**src/rtl/dual_issue_scheduler.sv**
```systemverilog
// Issue controller for the two-slot ID/EX register: dual issue, split issue or stall,
// with per-slot kill (bubble) and saturating stall/split performance counters.
module dual_issue_scheduler #(
   parameter int CNT_W      = 16,
   parameter int REG_ADDR_W = 5
) (
   input  logic                  clk,
   input  logic                  reset,
   input  logic                  flush,
   input  logic                  id_valid_1,
   input  logic                  id_valid_2,
   input  logic [REG_ADDR_W-1:0] id_rs1_1,
   input  logic [REG_ADDR_W-1:0] id_rs1_2,
   input  logic [REG_ADDR_W-1:0] id_rs2_1,
   input  logic [REG_ADDR_W-1:0] id_rs2_2,
   input  logic [REG_ADDR_W-1:0] id_rd_1,
   input  logic [REG_ADDR_W-1:0] id_rd_2,
   input  logic                  id_regwrite_1,
   input  logic                  id_regwrite_2,
   input  logic                  id_mem_1,
   input  logic                  id_mem_2,
   input  logic                  ex_memread_1,
   input  logic                  ex_memread_2,
   input  logic [REG_ADDR_W-1:0] ex_rd_1,
   input  logic [REG_ADDR_W-1:0] ex_rd_2,
   output logic                  stall,
   output logic                  kill_1,
   output logic                  kill_2,
   output logic                  split_pending,
   output logic [CNT_W-1:0]      stall_cnt,
   output logic [CNT_W-1:0]      split_cnt
);

   typedef enum logic {
      PAIR  = 1'b0,
      SPLIT = 1'b1
   } state_t;

   state_t state, state_next;
   logic   lu_1, lu_2, ip;
   logic   stall_inc, split_inc;

   // True when a non-x0 destination matches either source operand.
   function automatic logic reads_reg(input logic [REG_ADDR_W-1:0] rd,
                                      input logic [REG_ADDR_W-1:0] rs1,
                                      input logic [REG_ADDR_W-1:0] rs2);
      return (rd != '0) && ((rd == rs1) || (rd == rs2));
   endfunction

   // rs2 is always compared, so I-type consumers stall conservatively.
   assign lu_1 = id_valid_1 &&
                 ((ex_memread_1 && reads_reg(ex_rd_1, id_rs1_1, id_rs2_1)) ||
                  (ex_memread_2 && reads_reg(ex_rd_2, id_rs1_1, id_rs2_1)));
   assign lu_2 = id_valid_2 &&
                 ((ex_memread_1 && reads_reg(ex_rd_1, id_rs1_2, id_rs2_2)) ||
                  (ex_memread_2 && reads_reg(ex_rd_2, id_rs1_2, id_rs2_2)));

   assign ip = id_valid_1 && id_valid_2 &&
               ((id_regwrite_1 && reads_reg(id_rd_1, id_rs1_2, id_rs2_2)) ||
                (id_mem_1 && id_mem_2) ||
                (id_regwrite_1 && id_regwrite_2 && (id_rd_1 == id_rd_2) && (id_rd_1 != '0)));

   assign split_pending = (state == SPLIT);

   always_comb begin
      // NOTE: every output gets a default first so no path through this block infers a latch.
      stall      = 1'b0;
      kill_1     = 1'b1;
      kill_2     = 1'b1;
      state_next = state;
      stall_inc  = 1'b0;
      split_inc  = 1'b0;
      if (!reset) begin
         state_next = PAIR;
      end else if (flush) begin
         state_next = PAIR;
      end else begin
         unique case (state)
            PAIR: begin
               if (lu_1 || lu_2) begin
                  stall     = 1'b1;
                  stall_inc = 1'b1;
               end else if (ip) begin
                  stall      = 1'b1;
                  kill_1     = 1'b0;
                  state_next = SPLIT;
                  split_inc  = 1'b1;
               end else begin
                  kill_1 = ~id_valid_1;
                  kill_2 = ~id_valid_2;
               end
            end
            SPLIT: begin
               // Slot1 already sits in ID/EX; only slot2 can still be blocked by a load.
               if (lu_2) begin
                  stall     = 1'b1;
                  stall_inc = 1'b1;
               end else begin
                  kill_2     = 1'b0;
                  state_next = PAIR;
               end
            end
            default: state_next = PAIR;
         endcase
      end
   end

   // NOTE: state and counters use non-blocking assignments so every flop samples pre-edge values.
   always_ff @(posedge clk or negedge reset) begin
      if (!reset) begin
         state     <= PAIR;
         stall_cnt <= '0;
         split_cnt <= '0;
      end else begin
         state <= state_next;
         if (stall_inc && (stall_cnt != '1))
            stall_cnt <= stall_cnt + CNT_W'(1);
         if (split_inc && (split_cnt != '1))
            split_cnt <= split_cnt + CNT_W'(1);
      end
   end

endmodule

```
**config.mk**
```make
export PLATFORM = sky130hd
export DESIGN_NAME = dual_issue_scheduler
export DESIGN_NICKNAME = d
export VERILOG_FILES = /design/src/rtl/dual_issue_scheduler.sv
export SDC_FILE = /design/constraint.sdc
export NUM_CORES = 1
export LEC_CHECK = 0
export ABC_AREA = 1
export BUFFER_PORTS_ARGS = -buffer_cell sky130_fd_sc_hd__buf_2
export CAP_MARGIN = 30
export CORE_UTILIZATION = 40
export CTS_CLUSTER_DIAMETER = 200
export CTS_CLUSTER_SIZE = 16
export DETAILED_ROUTE_END_ITERATION = 8
export GPL_TIMING_DRIVEN = 0
export SYNTH_ARGS = -nofsm -noshare
export SYNTH_HDL_FRONTEND = slang
export SYNTH_SLANG_ARGS = --single-unit
```
**constraint.sdc**
```tcl
create_clock -name clk -period 3.5 [get_ports clk]
set_clock_uncertainty 0.2 [all_clocks]
set_input_delay 0.7 -clock clk [delete_from_list [all_inputs] [get_ports clk]]
set_output_delay 0.7 -clock clk [all_outputs]
set_load 0.02 [all_outputs]
```
# After elaboration in Yosys (flattened, before gate mapping)
# Cells that the tools add are included.
[op_classes]
reduce_logical = 33
mux = 27
n_eq_ne = 13
addsub = 2
n_bitwise = 3
[op_table]
columns = ["op", "count"]
rows = [
  ["$eq A5 B5 Y1", 11],
  ["$add A16 B1 Y16 const B", 2],
  ["$ne A16 B16 Y1 const B", 2],
  ["$mux W1", 23],
  ["$logic_and A1 B1 Y1", 20],
  ["$reduce_bool A5 Y1", 3],
  ["$logic_or A1 B1 Y1", 10],
  ["$pmux W1 S2", 4],
  ["$not A1 Y1", 3],
]
[word_totals]
elab_cells = 81
register_bits = 33
out_inout_bits = 36

# Depth between registers and ports, before layout
# Gate-level depths: netlist (run 1).
[logic_depth]
depth_word = 13
ltp_mapped = 14
mapped_depth_nobuf = 14

# Worst setup path before layout (run 1)
# Ideal clock, no wire load.
[synth_path]
path_type = "in2out"
start = "input id_rs2_2[3]"
end = "output stall"
required_ps = 2600
stages = 11
setup_slack_ps = 549
arrival_time_ps = 2051
cell_sequence = "inv_1 -> nand2_1 -> nand2_1 -> nor2_1 -> nand3_1 -> nand2_1 -> nand2_1 -> nand2_2 -> nand2_4 -> a21oi_4 -> a21boi_0"
[synth_via]
elab_chain_cells = 12
elab_cells_between_ends = 24
classes_between = "eq/ne (3); mux (6); reduce/logical (15)"
[synth_lines]
columns = ["item", "line", "text"]
rows = [
  ["from (decl)", "15", "input logic [REG_ADDR_W-1:0] id_rs2_2,"],
  ["$eq A5 B5 Y1", "47", "return (rd != '0) && ((rd == rs1) || (rd == rs2));"],
  ["$logic_or A1 B1 Y1", "47", ""],
  ["$logic_and A1 B1 Y1", "47", ""],
  ["$logic_and A1 B1 Y1", "59", "((id_regwrite_1 && reads_reg(id_rd_1, id_rs1_2, id_rs2_2)) ||"],
  ["$logic_or A1 B1 Y1", "59", ""],
  ["$logic_or A1 B1 Y1", "60", "(id_mem_1 && id_mem_2) ||"],
  ["$logic_and A1 B1 Y1", "58", "assign ip = id_valid_1 && id_valid_2 &&"],
  ["$mux W1", "83", "end else if (ip) begin"],
  ["$mux W1", "80", "if (lu_1 || lu_2) begin"],
  ["$pmux W1 S2 (*)", "78", "unique case (state)"],
  ["$mux W1 (*)", "75", "end else if (flush) begin"],
  ["$mux W1 (*)", "73", "if (!reset) begin"],
  ["to (decl)", "26", "output logic stall,"],
]
# Every way passes the cells marked *; elsewhere a longest branch is shown, timed or not.

# Worst setup path after layout (run 1)
[layout_path]
start = "input reset"
end = "output stall"
[layout_via]
elab_chain_cells = 1
[layout_lines]
columns = ["item", "line", "text"]
rows = [
  ["from (decl)", "8", "input logic reset,"],
  ["$mux W1", "73", ""],
]
# Every way passes these cells.

==> flow_metrics.tcl, run 1 <==
set metrics [dict create \
    ys_types 26 \
    critPathMostFrequentCell "inv_1" \
    critPathRequiredTime_ns 2.60 \
    h-tree-depth 2 \
    grt.total_usage_pct 22.5 \
    cp.arrival_ns 2.33 \
    min_path_type "in2async" \
    viasPerCell 4.73 \
    grt_setup_unrepaired "no" \
    leakage_uw 0.00225 \
    drc 0 \
    cp_cell_sequence "buf_4 -> inv_1 -> nor2_1 -> inv_1 -> a21oi_4 -> a21boi_0 -> buf_2" \
    start_util_pct 41.5 \
    cp-start-kind "input port" \
    max_freq_mhz 310 \
    peakVddDrop_uv 190 \
    place.gp.congestion 0.820 \
    grt_pass1_vias 2983 \
    first_pass_iters 4 \
    dieArea_um2 7910 \
    finalMaxSlewViolations 0 \
    fillers 797 \
    status "complete, no violations" \
    nets 654 \
    ys_top_cells_by_area "nand2_1, dfrtp_1, nand3_1, inv_1, xnor2_1" \
    post_drt_wl_per_cell_um 11.9 \
    grt_max_degree 35 \
    setup_viol 0 \
    hold_buffers 0 \
    synth_top_family_by_area "simple AND/OR/NAND/NOR gates" \
    synth_compound_area_share_pct 2.36 \
    clock_path_buffers 2 \
    die-width_um 89.0 \
    synth_simple_gate_area_share_pct 49.5 \
    final_cells 701 \
    worstPathMaxFanout 34 \
    cts_sinks 33 \
    power.density_nw_per_um2 293 \
    num_vias 3313 \
    clk_pin_slew_ns 0.07 \
    yosysSeqAreaShare_pct 27.3 \
    ant_nets 0 \
    dp.cells 693 \
    critical_path_class "in2out" \
    period_share_pct 92.3 \
    maxSlewHeadroom_pct 70.1 \
    synth_mux_area_share_pct 0 \
    worst_pin_slew_ns 0.449 \
    antenna_found_initial 0 \
    insertedDiodeCount 0 \
    drt_iter0_markers 100 \
    core.rowCount 31 \
    wl_um 8310 \
    clock_latency_ns 0.29 \
    syn-mean-instance-area_um2 5.95 \
    synth-xor-area-share_pct 10.4 \
    post-route-min-period_ns 3.23 \
    cts_made_buffers 5 \
    num_io_pins 87 \
    cts_tree "built" \
    core_area_um2 7290 \
    grt_pass1_wl_um 13700 \
    area_delta_synth_final_pct 22.3 \
    port_buffers 86 \
    drive_gt1_share_pct 19.3 \
    syn_inst 508 \
    dp_hpwl_um 6480 \
    grt_overflow 0 \
    cp_slowest_cell "buf_4" \
    die_h_um 89.0 \
    synth_nets 561 \
    final_util_pct 50.7 \
    synth_top_area_share_pct 28.1 \
    syn_area_um2 3020 \
    finalSetupTns_ns 0 \
    final_hold_viol_count 0 \
    end_kind "output port" \
    max_stage_delay_ns 0.38 \
    synth_fa_ha_area_share_pct 0.827 \
    synth_top_cell_by_area "nand2_1" \
    synth_warnings 0 \
    synth_seq_cells 33 \
    clock-root-buffer "clkbuf_8" \
    drv_cap 0 \
]
==> path summary, 6_finish.rpt <==
check | to | start | slack (ns) | cells after the start
setup / recovery | stall | reset | 0.27 | 7
min in group clk | split_cnt[3]$_DFFE_PN0P_ | split_cnt[3]$_DFFE_PN0P_ | 0.33 | 2
hold / removal | split_cnt[14]$_DFFE_PN0P_ | reset | 0.16 | 1
setup reg to reg | split_cnt[15]$_DFFE_PN0P_ | split_cnt[0]$_DFFE_PN0P_ | 1.26 | 11
hold reg to reg | split_cnt[3]$_DFFE_PN0P_ | split_cnt[3]$_DFFE_PN0P_ | 0.33 | 2
max in group asynchronous | stall_cnt[3]$_DFFE_PN0P_ | reset | 2.62 | 1
==> cells by family (layout without fill, tap and decap cells) <==
family | Yosys count | count (layout)
buffers and inverters | 70 | 164
DFF | 33 | 33
AOI/OAI and AO/OA | 9 | 9
xor gates and xnor gates | 36 | 36
and+or+nand+nor | 358 | 358
adders and majority gates | 2 | 2
==> metal layers <==
| metal | up-vias | global-route usage (%) | part of all wire [%] |
|---|---|---|---|
| met5 | - | 0 | 0 |
| met4 | 0 | 6.93 | 0.42 |
| met3 | 4 | 3.42 | 3.5 |
| met2 | 61 | 39.4 | 50 |
| met1 | 1487 | 28.6 | 46 |
| li1 | 1761 | - | - |
==> cell type report <==
type,count,area [um2],share of cell area (%)
clock buffer,7,86.3,2.34
inverter,65,244,6.60
sequential,33,826,22.3
clock inverter,1,30.0,0.812
timing repair buffer,86,433,11.7
buffer,5,45.0,1.22
tap,99,124,3.35
multi-input combinational,405,1910,51.6
==> worst max-delay path: cells and delay by family <==
kind | cells | cell delay [ns]
and+or+nand+nor | 1 | 0.25
buffers and inverters | 4 | 0.80
AOI/OAI and AO/OA | 2 | 0.57
==> sequential cells by signal, indices dropped and copies added (netlist names) <==
register       count
split_cnt         16
split_pending      1
stall_cnt         16
==> placed cells by master, fill, tap and decap left out, types with 3 or more instances in the layout <==
cell | Yosys | routed
buf_2 | 0 | 85
nand4_1 | 5 | 5
buf_6 | 3 | 3
xor2_1 | 14 | 14
clkbuf_8 | 0 | 6
inv_1 | 55 | 55
nand3_1 | 65 | 65
o21ai_0 | 4 | 4
nor2_1 | 47 | 47
inv_2 | 10 | 10
nand2_1 | 226 | 226
dfrtp_1 | 33 | 33
xnor2_1 | 22 | 22
nor4_1 | 4 | 4
==> through the flow <==
step | hold WS (ns) | power [uW] | instance area, um2 | setup WS [ns]
final | 0.158 | 1080 | 3700 | 0.270
after global routing | 0.188 | 1160 | 3700 | 0.0973
after CTS | 0.171 | 1110 | 3700 | 0.214
after detailed placement | 0.306 | 714 | 3580 | -0.0622
after global placement | 0.306 | 706 | 3580 | -0.0221
after floorplan | 0.204 | 597 | 3020 | 0.549
==> Yosys cell counts <==
| master | n |
|---|---|
| nand2_1 | 226 |
| nand3_1 | 65 |
| inv_1 | 55 |
| nor2_1 | 47 |
| dfrtp_1 | 33 |
| xnor2_1 | 22 |
| xor2_1 | 14 |
| inv_2 | 10 |
| nand4_1 | 5 |
| nor4_1 | 4 |
| o21ai_0 | 4 |
| buf_6 | 3 |
| a21oi_4 | 2 |
| ha_1 | 2 |
| nand2_2 | 2 |
| nand2_4 | 2 |
| nor2_4 | 2 |
| nor3_1 | 2 |
| a21boi_0 | 1 |
| a21oi_1 | 1 |
| and3_1 | 1 |
| buf_4 | 1 |
| clkbuf_1 | 1 |
| nand3_2 | 1 |
| nand3b_1 | 1 |
| o22ai_1 | 1 |
==> what timing repair did <==
action / 4_1_cts / 5_1_grt
setup buffers: 0 / 0
gates resized for setup: 1 / 0
endpoints found under the setup margin: 1 / 0
==> where the power goes <==
part	internal, uW	switching (uW)
sequential	401	26.8
clock	232	148
combinational	103	173
Power figures use the tool's default switching activity.
==> inputs of run 2 (changes only) <==
--- a/config.mk
+++ b/config.mk
@@ -9,6 +9,7 @@
 export BUFFER_PORTS_ARGS = -buffer_cell sky130_fd_sc_hd__buf_2
 export CAP_MARGIN = 30
 export CORE_UTILIZATION = 40
+export CTS_BUF_LIST = sky130_fd_sc_hd__clkbuf_2
 export CTS_CLUSTER_DIAMETER = 200
 export CTS_CLUSTER_SIZE = 16
 export DETAILED_ROUTE_END_ITERATION = 8
==> flow_metrics.tcl, run 2 (same netlist as run 1, synthesis figures left out) <==
set metrics [dict create \
    leakage_uw 0.00224 \
    post-route-min-period_ns 3.23 \
    grt_overflow 0 \
    p_switching_uw 340 \
    cts_tree "built" \
    grt_pass1_vias 2970 \
    post_drt_wl_per_cell_um 11.9 \
    finalSetupTns_ns 0 \
    peakVddDrop_uv 189 \
    nets 654 \
    worstPathMaxFanout 9 \
    dieArea_um2 7910 \
    period_share_pct 92.3 \
    first_pass_iters 4 \
    dp_slack_ns -0.0622 \
    worst_pin_slew_ns 0.451 \
    core_area_um2 7290 \
    clock_latency_ns 0.37 \
    whs_ns 0.0379 \
    grt_max_degree 35 \
    max_freq_mhz 310 \
    clock_path_buffers 2 \
    most-common-layout-cells "nand2_1, buf_2, nand3_1" \
    crit_start "ex_rd_1[4]" \
    h-tree-depth 2 \
    p_clk_share_pct 27.1 \
    ant_nets 0 \
    grt_pass1_wl_um 13700 \
    final_cells 701 \
    drt_iter0_markers 136 \
    finalMaxSlewViolations 0 \
    die_h_um 89.0 \
    port_buffers 86 \
    wl_um 8310 \
    cts_sinks 33 \
    die-width_um 89.0 \
    power.internal_uw 626 \
    insertedDiodeCount 0 \
    total_power_uw 966 \
    drv_cap 0 \
    cp-start-kind "input port" \
    power.density_nw_per_um2 265 \
    drc 0 \
    timing.final.ws_setup_ns 0.271 \
    critical_path_class "in2out" \
    start_util_pct 41.5 \
    grt_setup_unrepaired "no" \
    clock-root-buffer "clkbuf_2" \
    swShare_pct 35.2 \
    min_path_type "in2async" \
    hold_buffers 0 \
    area_delta_synth_final_pct 20.5 \
    grt.total_usage_pct 22.3 \
    p_comb_share_pct 28.6 \
    setup_viol 0 \
    dp.cells 693 \
    num_io_pins 87 \
    antenna_found_initial 0 \
    cts_made_buffers 5 \
    num_vias 3315 \
    drive_gt1_share_pct 19.3 \
    maxSlewHeadroom_pct 70.0 \
    core.rowCount 31 \
    cp.arrival_ns 2.33 \
    place.gp.congestion 0.820 \
    final_common_cell "nand2_1" \
    clk_pin_slew_ns 0.19 \
    viasPerCell 4.73 \
    status "complete, no violations" \
    critPathRequiredTime_ns 2.60 \
    reg2reg_from "split_cnt[0]$_DFFE_PN0P_" \
    end_kind "output port" \
    pwr-share-seq_pct 44.3 \
    final_hold_viol_count 0 \
    dp_hpwl_um 6480 \
]
[run 2: cell count changes in the layout (fill, tap and decap cells not counted)]
cell	previous run	this run
clkinv_1	0	1
clkbuf_1	2	1
clkbuf_8	6	0
clkbuf_2	0	6
[run 2: path summary, 6_finish.rpt]
path                                                   to  depth (start not counted)  slack, ns
max in group asynchronous        stall_cnt[3]$_DFFE_PN0P_                          1       2.72
worst min register to register   split_cnt[3]$_DFFE_PN0P_                          2       0.35
worst max-delay path                                stall                         13       0.27
worst max register to register  split_cnt[15]$_DFFE_PN0P_                         11       1.22
worst min-delay path            split_cnt[14]$_DFFE_PN0P_                          1       0.04
min in group clk                 split_cnt[3]$_DFFE_PN0P_                          2       0.35
[run 2: final cells by class]
| cell class | instances | area [um2] |
|---|---|---|
| clock buffers | 6 | 30.0 |
| flip-flops and latches | 33 | 826 |
| clock inverters | 2 | 33.8 |
| repair buffers | 86 | 433 |
| multi-input cells | 405 | 1910 |
| plain buffers | 5 | 45.0 |
| well taps | 99 | 124 |
| fillers | 801 | 3650 |
| inverters | 65 | 244 |
[run 2: critical path, cell delays in order]
cell      delay, ns
buf_2          0.17
inv_2          0.05
nand2_1        0.05
nand2_1        0.05
nor2_1         0.13
nand3_1        0.09
nand2_1        0.07
nand2_1        0.06
nand2_2        0.09
nand2_4        0.08
a21oi_4        0.30
a21boi_0       0.27
buf_2          0.21
[run 2: stage by stage]
stage | instance area (um2) | util (%)
2_1_floorplan | 3020 | -
3_3_place_gp | 3580 | 49.1
3_5_place_dp | 3580 | 49.1
4_1_cts | 3640 | 50.0
5_1_grt | 3640 | 50.0
6_report | 3640 | 50.0
[run 2: repair_timing]
item                                    4_1_cts  5_1_grt
hold endpoints to repair                      0        0
buffers inserted                              0        0
endpoints found under the setup margin        1        0
resized for setup                             1        0
[run 2: routing by layer]
layer / up-vias / global-route usage [%] / routed length, um / share of wire, %
met3: 6 / 3.32 / 300 / 3.6
met4: 0 / 5.63 / 64 / 0.77
met2: 62 / 39.6 / 4110 / 49
met1: 1488 / 28.6 / 3830 / 46
met5: - / 0 / 0 / 0
li1: 1759 / - / - / -
[run 2: power groups by stage]
| stage | Combinational [uW] | Sequential, uW | Clock, uW |
|---|---|---|---|
| 6_report | 276 | 428 | 262 |
| 5_1_grt | 314 | 432 | 289 |
| 4_1_cts | 279 | 429 | 276 |
| 3_5_place_dp | 278 | 436 | 0 |
| 3_3_place_gp | 272 | 434 | 0 |
| 2_1_floorplan | 141 | 456 | 0 |
